`src/rtl/mips_pkg.sv`:
```
// Shared definitions for the P7 data-memory access path: size and
// exception encodings, the access FSM states, address windows and
// store-side lane helpers.
package mips_pkg;

    localparam logic [1:0] SZ_B = 2'd0;
    localparam logic [1:0] SZ_H = 2'd1;
    localparam logic [1:0] SZ_W = 2'd2;

    localparam logic [4:0] EXC_ADEL = 5'd4;
    localparam logic [4:0] EXC_ADES = 5'd5;
    localparam logic [4:0] EXC_DBE  = 5'd7;

    localparam logic [31:0] DM_LIMIT_DEF  = 32'h0000_3000;
    localparam logic [31:0] DEV_BASE_DEF  = 32'h0000_7F00;
    localparam logic [31:0] DEV_LIMIT_DEF = 32'h0000_7F24;
    localparam int          WAIT_MAX_DEF  = 15;

    typedef enum logic [1:0] {
        ST_IDLE,
        ST_ACCESS,
        ST_RESP
    } dm_state_e;

    // Write byte-lane enables for a store of the given size at the given offset.
    function automatic logic [3:0] dm_byteen(input logic [1:0] size, input logic [1:0] offs);
        logic [3:0] be;
        be = 4'b0000;
        unique case (size)
            SZ_B:    be = 4'b0001 << offs;
            SZ_H:    be = offs[1] ? 4'b1100 : 4'b0011;
            SZ_W:    be = 4'b1111;
            default: be = 4'b0000;
        endcase
        return be;
    endfunction

    // Replicate right-aligned store data into every lane it may occupy.
    function automatic logic [31:0] dm_wdata_rep(input logic [1:0] size, input logic [31:0] wdata);
        logic [31:0] rep;
        unique case (size)
            SZ_B:    rep = {4{wdata[7:0]}};
            SZ_H:    rep = {2{wdata[15:0]}};
            default: rep = wdata;
        endcase
        return rep;
    endfunction

endpackage

```
`src/rtl/dm_lane_ext.sv`:
```
// Load-data lane selection: picks the byte/half/word addressed by the
// low address bits out of the memory word and sign- or zero-extends it.
module dm_lane_ext
    import mips_pkg::*;
(
    input  logic [31:0] rdata_i,
    input  logic [1:0]  offs_i,
    input  logic [1:0]  size_i,
    input  logic        sign_i,
    output logic [31:0] data_o
);

    logic [7:0]  byte_sel;
    logic [15:0] half_sel;

    // Lane mux followed by extension according to access size.
    always_comb begin
        byte_sel = rdata_i[7:0];
        unique case (offs_i)
            2'd0: byte_sel = rdata_i[7:0];
            2'd1: byte_sel = rdata_i[15:8];
            2'd2: byte_sel = rdata_i[23:16];
            2'd3: byte_sel = rdata_i[31:24];
            default: byte_sel = rdata_i[7:0];
        endcase
        half_sel = offs_i[1] ? rdata_i[31:16] : rdata_i[15:0];

        unique case (size_i)
            SZ_B:    data_o = sign_i ? {{24{byte_sel[7]}}, byte_sel} : {24'd0, byte_sel};
            SZ_H:    data_o = sign_i ? {{16{half_sel[15]}}, half_sel} : {16'd0, half_sel};
            default: data_o = rdata_i;
        endcase
    end

endmodule

```
`src/rtl/dm_access_unit.sv`:
```
// Data-memory initiator for the P7 M-stage: one load/store at a time,
// legality check, single-cycle write strobe on mem_ready, load alignment,
// and AdEL/AdES/DBE reporting.
// Build option: DM_MISALIGN_EXC_EN -- when defined, misaligned half/word
// accesses raise an address error; otherwise the low address bits are
// silently cleared for half/word accesses.
module dm_access_unit
    import mips_pkg::*;
#(
    parameter logic [31:0] DM_LIMIT  = DM_LIMIT_DEF,
    parameter logic [31:0] DEV_BASE  = DEV_BASE_DEF,
    parameter logic [31:0] DEV_LIMIT = DEV_LIMIT_DEF,
    parameter int          WAIT_MAX  = WAIT_MAX_DEF
) (
    input  logic        clk,
    input  logic        reset,
    input  logic        req_valid,
    input  logic        req_we,
    input  logic [1:0]  req_size,
    input  logic        req_sign,
    input  logic [31:0] req_addr,
    input  logic [31:0] req_wdata,
    output logic        busy,
    output logic        resp_valid,
    output logic [31:0] resp_rdata,
    output logic        resp_exc,
    output logic [4:0]  resp_exccode,
    output logic [31:0] m_data_addr,
    output logic [31:0] m_data_wdata,
    output logic [3:0]  m_data_byteen,
    input  logic [31:0] m_data_rdata,
    input  logic        mem_ready
);

    // Last counter value before timeout: WAIT_MAX ready-low ACCESS cycles.
    localparam logic [3:0] WAIT_LAST = 4'(WAIT_MAX - 1);

    dm_state_e   state_q, state_d;
    logic        we_q, we_d;
    logic [1:0]  size_q, size_d;
    logic        sign_q, sign_d;
    logic [31:0] addr_q, addr_d;
    logic [31:0] wdata_q, wdata_d;
    logic [3:0]  cnt_q, cnt_d;
    logic [31:0] rdata_q, rdata_d;
    logic        exc_q, exc_d;
    logic [4:0]  code_q, code_d;

    logic [31:0] eff_addr;
    logic        misal;
    logic        in_dm, in_dev, size_bad, dev_narrow_st, req_ok;
    logic [31:0] ld_data;

    // Effective request address and misalignment detection.
    always_comb begin
        eff_addr = req_addr;
`ifdef DM_MISALIGN_EXC_EN
        misal = ((req_size == SZ_H) && req_addr[0]) ||
                ((req_size == SZ_W) && (req_addr[1:0] != 2'b00));
`else
        misal = 1'b0;
        if (req_size == SZ_H) eff_addr[0]   = 1'b0;
        if (req_size == SZ_W) eff_addr[1:0] = 2'b00;
`endif
    end

    // Request legality: size, address window, narrow device stores, alignment.
    always_comb begin
        in_dm         = eff_addr < DM_LIMIT;
        in_dev        = (eff_addr >= DEV_BASE) && (eff_addr < DEV_LIMIT);
        size_bad      = req_size == 2'd3;
        dev_narrow_st = in_dev && req_we && (req_size != SZ_W);
        req_ok        = !size_bad && (in_dm || in_dev) && !dev_narrow_st && !misal;
    end

    dm_lane_ext u_lane_ext (
        .rdata_i (m_data_rdata),
        .offs_i  (addr_q[1:0]),
        .size_i  (size_q),
        .sign_i  (sign_q),
        .data_o  (ld_data)
    );

    // State and captured-request registers; reset aborts any access in flight.
    always_ff @(posedge clk or negedge reset) begin
        if (!reset) begin
            state_q <= ST_IDLE;
            we_q    <= 1'b0;
            size_q  <= 2'd0;
            sign_q  <= 1'b0;
            addr_q  <= 32'd0;
            wdata_q <= 32'd0;
            cnt_q   <= 4'd0;
            rdata_q <= 32'd0;
            exc_q   <= 1'b0;
            code_q  <= 5'd0;
        end else begin
            state_q <= state_d;
            we_q    <= we_d;
            size_q  <= size_d;
            sign_q  <= sign_d;
            addr_q  <= addr_d;
            wdata_q <= wdata_d;
            cnt_q   <= cnt_d;
            rdata_q <= rdata_d;
            exc_q   <= exc_d;
            code_q  <= code_d;
        end
    end

    // Next-state logic: capture in IDLE, wait/timeout in ACCESS, one-cycle RESP.
    always_comb begin
        state_d = state_q;
        we_d    = we_q;
        size_d  = size_q;
        sign_d  = sign_q;
        addr_d  = addr_q;
        wdata_d = wdata_q;
        cnt_d   = cnt_q;
        rdata_d = rdata_q;
        exc_d   = exc_q;
        code_d  = code_q;

        unique case (state_q)
            ST_IDLE: begin
                if (req_valid) begin
                    we_d    = req_we;
                    size_d  = req_size;
                    sign_d  = req_sign;
                    addr_d  = eff_addr;
                    wdata_d = req_wdata;
                    cnt_d   = 4'd0;
                    rdata_d = 32'd0;
                    if (req_ok) begin
                        state_d = ST_ACCESS;
                        exc_d   = 1'b0;
                        code_d  = 5'd0;
                    end else begin
                        state_d = ST_RESP;
                        exc_d   = 1'b1;
                        code_d  = req_we ? EXC_ADES : EXC_ADEL;
                    end
                end
            end
            ST_ACCESS: begin
                if (mem_ready) begin
                    state_d = ST_RESP;
                    exc_d   = 1'b0;
                    code_d  = 5'd0;
                    rdata_d = we_q ? 32'd0 : ld_data;
                end else if (cnt_q == WAIT_LAST) begin
                    state_d = ST_RESP;
                    exc_d   = 1'b1;
                    code_d  = EXC_DBE;
                    rdata_d = 32'd0;
                end else begin
                    cnt_d = cnt_q + 4'd1;
                end
            end
            ST_RESP: begin
                // Response fields read as zero outside the RESP pulse.
                state_d = ST_IDLE;
                exc_d   = 1'b0;
                code_d  = 5'd0;
                rdata_d = 32'd0;
            end
            default: state_d = ST_IDLE;
        endcase
    end

    // Bus and response outputs; the write strobe exists only on the ready cycle.
    always_comb begin
        busy          = state_q != ST_IDLE;
        resp_valid    = state_q == ST_RESP;
        resp_rdata    = rdata_q;
        resp_exc      = exc_q;
        resp_exccode  = code_q;
        m_data_addr   = {addr_q[31:2], 2'b00};
        m_data_wdata  = dm_wdata_rep(size_q, wdata_q);
        m_data_byteen = 4'b0000;
        if ((state_q == ST_ACCESS) && we_q && mem_ready)
            m_data_byteen = dm_byteen(size_q, addr_q[1:0]);
    end

endmodule

```
`config.mk`:
```
export PLATFORM = sky130hd
export DESIGN_NAME = dm_access_unit
export DESIGN_NICKNAME = d
export VERILOG_FILES = /design/src/rtl/mips_pkg.sv /design/src/rtl/dm_lane_ext.sv /design/src/rtl/dm_access_unit.sv
export SDC_FILE = /design/constraint.sdc
export NUM_CORES = 1
export LEC_CHECK = 0
export BUFFER_PORTS_ARGS = -buffer_cell sky130_fd_sc_hd__buf_2
export CAP_MARGIN = 25
export CELL_PAD_IN_SITES_DETAIL_PLACEMENT = 1
export CELL_PAD_IN_SITES_GLOBAL_PLACEMENT = 2
export CORE_MARGIN = 8
export CORE_UTILIZATION = 30
export CTS_CLUSTER_DIAMETER = 120
export DETAILED_ROUTE_END_ITERATION = 10
export GPL_TIMING_DRIVEN = 0
export PLACE_DENSITY = 0.8
export SETUP_SLACK_MARGIN = 0.3
export SLEW_MARGIN = 20
export SYNTH_ARGS = -nofsm -noshare
export SYNTH_HDL_FRONTEND = slang
export SYNTH_SLANG_ARGS = --single-unit
export TNS_END_PERCENT = 100
```
`constraint.sdc`:
```
create_clock -name clk -period 2.4 [get_ports clk]
set_clock_uncertainty 0.2 [all_clocks]
set_input_delay 0.24 -clock clk [delete_from_list [all_inputs] [get_ports clk]]
set_output_delay 0.24 -clock clk [all_outputs]
set_load 0.005 [all_outputs]
```
==> metrics.md <==
| Metric | Value |
|---|---|
| Status | `finished with violations` |
| Violated checks | `negative hold slack` |
| Worst reg2reg path depth | `9` |
| Crit-path leading delay family | `simple AND/OR/NAND/NOR gates` |
| Vias/cell | `4.95` |
| Top Ports | `212` |
| Std-Cell Rows | `50` |
| Worst Setup End Kind | `flip-flop` |
| Largest net degree at the start of global routing | `73` |
| YS warnings | `0` |
| Worst Hold End | `resp_rdata[11]` |
| Max Cap Violations | `0` |
| WL/cell | `20.8 µm` |
| Initial Util | `30.3%` |
| Area leader, netlist | `dfrtp_1` |
| Grt ovf | `0` |
| TritonCTS Buffers | `9` |
| Vias | `5241` |
| Clk_lat worst skew | `0.35 ns` |
| Yosys cell types | `52` |
| Crit path required time | `2.50 ns` |
| Routed wire length | `22100 µm` |
| Post-route ant nets | `0` |
| M1 WL | `8840 µm` |
| Share of cells above drive strength 1 | `56.5%` |
| Final Hold Fails | `1` |
| PD cells | `1080 mW/mm²` |
| Initial antenna violation count | `4` |
| Finished Cell Area | `0.00888 mm²` |
| DR DRC count | `0` |
| Syn Area/Cell | `11.1 µm²` |
| Placed Area | `0.00698 mm²` |
| GP Congestion | `0.864` |
| Hold_ws | `-0.00361 ns` |
| Synthesized cell area | `0.00561 mm²` |
| Cell count after placement | `949` |
| Core box area | `0.0185 mm²` |
| Root Driver | `clkbuf_16` |
| RR Startpoint | `state_q[1]` |
| Ranking of synthesized cells by area | `dfrtp_1, mux2_2, buf_4` |
| Deepest clock path buffer count | `2` |
| Drt initial violations | `150` |
| Tightest Pin Transition | `0.968 ns` |
| CP bufs+invs | `4` |
| Post-Layout Cell Count | `1059` |
| Synth Flop Type | `dfrtp_1` |
| Die height | `153 µm` |
| Vias in the first global route | `6075` |
| Async SR Flop Fraction | `100%` |
| R2R setup slack | `0.23 ns` |
| Peak VDD IR | `0.540 mV` |
| Met2 WL post-DR | `11200 µm` |
| Sequential-to-total area share from yosys stat | `48.6%` |
| Final Setup Violations | `0` |
| Period minus WS final | `2.17 ns` |
| Slew headroom | `35.0%` |
| Metal3 WL | `1490 µm` |
| Slowest CP cell | `or4_4` |
| Die ar. | `0.0233 mm²` |
| Reg-to-reg endpoint | `resp_rdata[7]` |
| Critical path class | `flip-flop to flip-flop` |
| Unrepaired setup endpoints after global routing | `yes` |
| Startpoint types | `flip-flop` |
| Global-route wire length before repair | `34400 µm` |
| Die W | `153 µm` |
| Worst-path clk slew | `0.08 ns` |
| Most used cell, CP | `buf_6` |
| Port buffer count | `206` |
| # H-tree levels | `3` |
| Cell Chain, Critical Path | `inv_2 > buf_6 > ha_4 > nand2_4 > or4_4 > clkbuf_16 > buf_6 > a221oi_4 > a21o_1` |
| FMAX | `461 MHz` |
| Router iterations before antenna repair | `4` |
| Crit path largest cell delay | `0.49 ns` |
| Post-synthesis register bit count | `109` |
| Final net count | `926` |
| Syn Inst Count | `505` |
| Setup_tns | `0 ns` |
| Instance count on the critical path | `9` |
| Worst hold path class | `primary input to flip-flop` |
| Post-synth EDFFs | `0` |
| Leakage | `4.23 nW` |
| TritonCTS Sinks | `109` |
| Tcrit/Tclk final | `90.4%` |
| Max-slew violations | `0` |
| GRT Total Usage | `18.7%` |
| Fraction of post-synthesis cell area in the top cell type by area | `48.6%` |
| CP arrival | `2.27 ns` |
| Hpwl dp | `15300 µm` |
| Worst hold stages | `3` |
| Final core utilization | `48.0%` |
| Area Growth Syn to Fin | `58.2%` |
| Crit path max fanout | `6` |
| Hold Crit Start | `m_data_rdata[11]` |
| CTS tree | `built` |
| Top Layer Used | `met4` |
worst min-delay path, cell delays in order:
cell and delay [ns]:
buf_2 0.10, a221oi_2 0.07, o21ai_2 0.11
metrics by stage:
step	worst slack, ns	hold WS [ns]	power [mW]
after floorplan	0.332	-0.256	5.32
after global placement	-0.478	0.262	6.83
after detailed placement	-0.0930	-0.0195	6.97
after CTS	0.231	0.00234	9.18
after global routing	0.166	0.00142	10.2
final	0.230	-0.00361	9.62
kinds of logic (layout without fill, tap and decap cells):
group | after synthesis | in the layout | share of synthesized area (%)
compound gates | 90 | 90 | 11.5
fa+ha+maj | 6 | 6 | 1.34
buf+inv | 83 | 396 | 9.07
flops | 109 | 109 | 48.6
mux | 99 | 99 | 19.9
other cells | 1 | 8 | 0.0668
simple gates | 117 | 117 | 9.56
registers in the layout, summed over array words and instances (netlist names):
register      flops
sign_q            1
resp_rdata       32
we_q              1
size_q            2
state_q           2
resp_exccode      3
addr_q           32
cnt_q             4
wdata_q          32
cells in the final DEF (no fill, tap or decap), drive strengths merged, types with 3 or more instances in the layout:
cell type,instances
nand2b,3
a222oi,7
mux2i,9
a221oi,9
o21ai,35
buf,288
o31ai,17
ha,6
conb,4
inv,12
nor2b,7
a21oi,5
nand2,55
mux2,89
dfrtp,109
nor3,3
nor2,29
clkbuf,23
diode,4
dlygate4sd3,69
nor4,4
area by class of cell:
type / instances / area, µm²
Multi-Input combinational cell: 316 / 2840
Clock buffer: 9 / 225
Buffer: 74 / 619
Timing Repair Buffer: 297 / 2040
Fill cell: 2046 / 9640
Sequential cell: 109 / 2730
Antenna cell: 4 / 10.0
Tap cell: 234 / 293
Clock inverter: 7 / 93.8
Inverter: 9 / 33.8
cells in the mapped netlist, types with 2 or more instances:
cell type and number:
dfrtp_1 109, mux2_2 88, nand2_1 55, buf_4 43, o21ai_0 32, nor2_1 28, o31ai_1 17, clkbuf_1 15
a221oi_1 9, inv_1 9, mux2i_1 9, a222oi_1 7, buf_1 7, nor2b_1 7, ha_1 6, a21oi_1 5
buf_2 4, buf_6 4, nor4_1 4, nand2b_1 3, nor3_1 3, o21ai_1 3, a211o_1 2, a21o_1 2
a22o_1 2, and2_1 2, and3_1 2, nand3_1 2, nand4_1 2, or4_1 2
worst max path at each step:
| stage | from | end | slack [ns] |
|---|---|---|---|
| after CTS | state_q[1] | resp_rdata[7] | 0.23 |
| after detailed placement | state_q[1] | resp_rdata[16] | -0.09 |
| after floorplan | state_q[0] | resp_rdata[21] | 0.33 |
| final | state_q[1] | resp_rdata[7] | 0.23 |
| after global placement | reset | addr_q[18] | -0.48 |
| after global routing | state_q[1] | resp_rdata[7] | 0.17 |
power by group:
| part | switching, mW | internal [mW] |
|---|---|---|
| Clock | 0.768 | 0.840 |
| Sequential | 0.446 | 2.44 |
| Combinational | 2.35 | 2.77 |
per-layer routing:
layer,GRT usage (%),up-vias
met3,5.50,33
met1,20.9,2618
met4,7.21,0
met2,32.8,196
met5,0,-
li1,-,2394
timing repair:
| item | 4_1_cts | 5_1_grt |
|---|---|---|
| pin swaps | 24 | 6 |
| resized for setup | 111 | 64 |
| hold buffers | 69 | 0 |
| gates cloned | 2 | 1 |
| setup endpoints to repair | 132 | 123 |
| hold endpoints to repair | 105 | 0 |
| buffers inserted | 13 | 5 |
(Power assumes the default switching activity.)
